$ cat src/rtl/mem_access_stage.sv
// mem_access_stage: MEM-stage data-memory access controller.
//
// It takes the EX/MEM load/store controls and runs a request/ready handshake
// with a variable-latency data memory. It stalls the pipeline while an access
// is outstanding, and it presents the registered load result on mem_mo for
// MEM/WB to capture in DONE. A timeout counter bounds every access.
//
// Optional feature: define MEM_MISALIGN_TRAP_EN to trap accesses whose byte
// address is not word aligned. Such an access goes IDLE->DONE with mem_err=1
// and issues no request. Without the macro, address bits [1:0] are ignored.
module mem_access_stage #(
  parameter int ADDR_W         = 30,
  parameter int TIMEOUT_CYCLES = 16
) (
  input  logic              clk,
  input  logic              clrn,
  input  logic [31:0]       mem_Alu_Result,
  input  logic [31:0]       mem_di,
  input  logic              mem_m2reg,
  input  logic              mem_wmem,
  output logic              mem_stall,
  output logic [31:0]       mem_mo,
  output logic              mem_err,
  output logic              dm_req,
  output logic              dm_we,
  output logic [ADDR_W-1:0] dm_addr,
  output logic [31:0]       dm_wdata,
  input  logic              dm_ready,
  input  logic [31:0]       dm_rdata
);

  typedef enum logic [1:0] {
    S_IDLE,
    S_WAIT,
    S_DONE
  } state_t;

  // The counter only needs to reach TIMEOUT_CYCLES-1.
  localparam int CNT_W = (TIMEOUT_CYCLES > 1) ? $clog2(TIMEOUT_CYCLES) : 1;
  localparam logic [CNT_W-1:0] CNT_LAST =
    (TIMEOUT_CYCLES > 0) ? CNT_W'(TIMEOUT_CYCLES - 1) : '0;

  state_t           state;
  logic [CNT_W-1:0] wait_cnt;
  logic             access;
  logic             misaligned;
  logic             timeout_hit;

  // Low address bits matter only when the misalignment trap is built in.
  wire unused_addr_lsbs = ^mem_Alu_Result[1:0];

  // Request decode, misalignment detect and timeout detect.
  always_comb begin
    // NOTE: every signal written here gets a default first, so no path can
    // leave it unassigned and infer a latch.
    access      = mem_m2reg | mem_wmem;
    misaligned  = 1'b0;
    timeout_hit = 1'b0;
`ifdef MEM_MISALIGN_TRAP_EN
    misaligned  = (mem_Alu_Result[1:0] != 2'b00);
`endif
    if (TIMEOUT_CYCLES != 0) begin
      timeout_hit = (wait_cnt == CNT_LAST);
    end
  end

  // Freeze upstream stages while an access is detected or outstanding.
  always_comb begin
    mem_stall = 1'b0;
    case (state)
      S_IDLE:  mem_stall = access;
      S_WAIT:  mem_stall = 1'b1;
      default: mem_stall = 1'b0;
    endcase
  end

  // Handshake FSM with registered memory-side and pipeline-side outputs.
  always_ff @(posedge clk) begin
    // NOTE: sequential state uses non-blocking assignments only, so every
    // register samples the values from before this edge.
    if (!clrn) begin
      state    <= S_IDLE;
      wait_cnt <= '0;
      dm_req   <= 1'b0;
      dm_we    <= 1'b0;
      dm_addr  <= '0;
      dm_wdata <= '0;
      mem_mo   <= '0;
      mem_err  <= 1'b0;
    end else begin
      case (state)
        S_IDLE: begin
          if (access && misaligned) begin
            // Trap: no request reaches memory, and the error reports in DONE.
            mem_mo  <= '0;
            mem_err <= 1'b1;
            state   <= S_DONE;
          end else if (access) begin
            // A simultaneous load and store is treated as a store.
            dm_addr  <= mem_Alu_Result[ADDR_W+1:2];
            dm_wdata <= mem_di;
            dm_we    <= mem_wmem;
            dm_req   <= 1'b1;
            wait_cnt <= '0;
            state    <= S_WAIT;
          end
        end

        S_WAIT: begin
          // Completion wins over a timeout that falls in the same cycle.
          if (dm_ready) begin
            dm_req <= 1'b0;
            dm_we  <= 1'b0;
            mem_mo <= dm_we ? 32'h0 : dm_rdata;
            state  <= S_DONE;
          end else if (timeout_hit) begin
            dm_req  <= 1'b0;
            dm_we   <= 1'b0;
            mem_mo  <= '0;
            mem_err <= 1'b1;
            state   <= S_DONE;
          end else begin
            wait_cnt <= wait_cnt + 1'b1;
          end
        end

        S_DONE: begin
          // MEM/WB captures mem_mo on this edge. The next instruction is
          // evaluated in IDLE.
          mem_err <= 1'b0;
          state   <= S_IDLE;
        end

        default: begin
          state <= S_IDLE;
        end
      endcase
    end
  end

endmodule

$ cat config.mk
export PLATFORM = sky130hd
export DESIGN_NAME = mem_access_stage
export DESIGN_NICKNAME = d
export VERILOG_FILES = /design/src/rtl/mem_access_stage.sv
export SDC_FILE = /design/constraint.sdc
export NUM_CORES = 1
export LEC_CHECK = 0
export BUFFER_PORTS_ARGS = -buffer_cell sky130_fd_sc_hd__buf_2
export CORE_MARGIN = 4
export CORE_UTILIZATION = 40
export CTS_CLUSTER_SIZE = 10
export DETAILED_ROUTE_END_ITERATION = 12
export PLACE_DENSITY = 0.8
export SLEW_MARGIN = 20
export SYNTH_ARGS = -nofsm -noshare
export SYNTH_HDL_FRONTEND = slang
export SYNTH_SLANG_ARGS = --single-unit
$ cat constraint.sdc
create_clock -name clk -period 3.1 [get_ports clk]
set_clock_uncertainty 0.1 [all_clocks]
set_input_delay 0.62 -clock clk [delete_from_list [all_inputs] [get_ports clk]]
set_output_delay 0.62 -clock clk [all_outputs]
set_load 0.05 [all_outputs]
==> impl_metrics.env <==
export IMPL_routedWlPerCell_um=15.1
export IMPL_power_leakage_nw=2.33
export IMPL_postCtsSetupBuffers=0
export IMPL_synth_most_common_cell="dfxtp_1"
export IMPL_slew_violations=0
export IMPL_antenna_found_initial=0
export IMPL_area_growth_pct=32.8
export IMPL_async_reset_ff_share_pct=0
export IMPL_cts_buffers=9
export IMPL_overflow=0
export IMPL_setup_tns_ps=0
export IMPL_cts_tree="built"
export IMPL_drt_pass1_iter_count=5
export IMPL_htreeDepth=3
export IMPL_drive_gt1_share_pct=38.6
export IMPL_core_sq_um=9200
export IMPL_netlist_top_cells_count="103 x dfxtp_1, 65 x a21oi_1, 65 x nand3_1, 62 x o21ai_0, 32 x a22o_1"
export IMPL_setup_violations=0
export IMPL_fin_cells=697
export IMPL_synth_top_area_share_pct=55.0
export IMPL_clk_pin_slew_ps=90
export IMPL_dp_hpwl_um=7120
export IMPL_gp_congestion=0.767
export IMPL_period_share_pct=69.2
export IMPL_maxCapViolations=0
export IMPL_layout_nets=683
export IMPL_crit_path_max_fanout=3
export IMPL_cts_sinks=103
export IMPL_initial_core_util_pct=40.7
export IMPL_die_w_um=105
export IMPL_clk_path_buf_depth=2
export IMPL_worstPathRequired_ps=2380
export IMPL_hold_viol=0
export IMPL_drc=0
export IMPL_ys_warn_count=0
export IMPL_globalRouteTotalUtil_pct=18.6
export IMPL_status="complete, no violations"
export IMPL_synth_area_sq_um=3750
export IMPL_insertion_delay_ps=350
export IMPL_tightest_slew_ps=698
export IMPL_num_rows=35
export IMPL_ant_nets=0
export IMPL_synth_cells=410
export IMPL_cp_end_kind="output port"
export IMPL_period_minus_slack_ps=2150
export IMPL_wirelength_um=10500
export IMPL_num_vias=3813
export IMPL_relSlewSlack_pct=53.5
export IMPL_clockRootBuffer="clkbuf_8"
export IMPL_grt_pass1_wl_um=17200
export IMPL_dp_cells=681
export IMPL_synth_area_leader_cell="dfxtp_1"
export IMPL_start_kind="input pin"
export IMPL_synth_fp_nets=512
export IMPL_worst_hold_path_type="reg2reg"
export IMPL_cts_resized=0
export IMPL_ios=199
export IMPL_p_per_area_nw_per_um2=620
export IMPL_synth_seq_cells=103
export IMPL_die_h_um=105
export IMPL_synth_top_flop_cell="dfxtp_1"
export IMPL_crit_type="in2out"
export IMPL_dieArea_sq_um=11000
export IMPL_grt_max_degree=63
export IMPL_grt_pass1_vias=3625
export IMPL_yosysSeqAreaShare_pct=55.0
export IMPL_diodes=0
export IMPL_synth_edff_count=0
export IMPL_cts_hold_buf=0
export IMPL_fill_cells=830
export IMPL_cp_arrival_ps=1430
export IMPL_first_iter_violations=210
export IMPL_synth_area_leaders="dfxtp_1 55%, a21oi_1 8.7%, nand3_1 8.7%"
export IMPL_port_buffers=196
export IMPL_synth_area_per_cell_sq_um=9.14
export IMPL_irDropWorstVdd_mv=0.253
export IMPL_timing_fmax_mhz=466
export IMPL_via_per_inst=5.47
export IMPL_ys_types=35
export IMPL_rsz0062_at_grt="no"
## per-stage QoR
step	cell area (sq um)	utilization [%]	total power, mW	setup slack (ps)	hold slack [ps]
2_1_floorplan	3750	-	2.00	539	354
3_3_place_gp	4760	51.7	2.19	940	340
3_5_place_dp	4760	51.7	2.20	955	350
4_1_cts	4970	54.1	3.12	953	354
5_1_grt	4970	54.1	3.24	887	355
6_report	4970	54.1	3.09	954	360
## cells by family after synthesis
family	Yosys count	synth area share, %
and+or+nand+nor	90	12.6
DFF	103	55.0
AOI/OAI and AO/OA	171	26.9
adders and majority gates	1	0.334
buffers and inverters	45	5.21
## final cells by class
| type | count | area [sq um] | share of cell area (%) |
|---|---|---|---|
| clock buffers | 10 | 128 | 2.57 |
| clock inverters | 6 | 91.3 | 1.84 |
| inverters | 2 | 7.51 | 0.151 |
| multi-input cells | 262 | 1500 | 30.2 |
| flip-flops and latches | 103 | 2060 | 41.4 |
| well taps | 111 | 139 | 2.79 |
| repair buffers | 203 | 1050 | 21.0 |
## placed cells by master (no fill, tap or decap), types with 4 or more instances in the layout
cell type,Yosys,layout
buf_2,12,196
a21oi_1,65,65
nand2_1,7,7
clkbuf_8,0,9
dfxtp_1,103,103
a22o_1,32,32
buf_4,0,6
nor2_1,5,4
o21ai_0,62,62
nand3_1,65,65
## report_power, final
part | switching [mW] | internal [mW] | total (mW)
clock network | 0.453 | 0.461 | 0.914
registers | 0.0437 | 1.41 | 1.46
logic | 0.530 | 0.185 | 0.715
## worst paths after layout
path                                            start                       end  slack, ps  cells after the start
worst max-delay path                         mem_wmem                 mem_stall        950                      5
worst min-delay path              dm_req$_SDFFE_PN0P_       dm_req$_SDFFE_PN0P_        360                      2
worst max register to register  state[0]$_SDFFE_PN0P_  dm_addr[23]$_SDFFE_PN0P_       1070                      4
worst min register to register    dm_req$_SDFFE_PN0P_       dm_req$_SDFFE_PN0P_        360                      2
## registers in the layout, summed over array words and instances, names as in the netlist
name and count:
dm_addr 30, mem_err 1, wait_cnt 4, mem_mo 32, dm_req 1, state 2
dm_we 1, dm_wdata 32
## routing by layer
layer	GRT usage, %	routed length [um]	vias up
met3	5.37	920	15
met4	6.56	212	0
met5	0	0	-
met1	22.7	4370	1786
met2	31.4	4990	178
li1	-	-	1834
## worst max-delay path, cell delays in order
cell and delay (ps):
buf_2 120, or2_2 300, nor2_1 100, nor2_1 50, buf_2 230
Note: power is estimated with default switching activity, not from simulation.
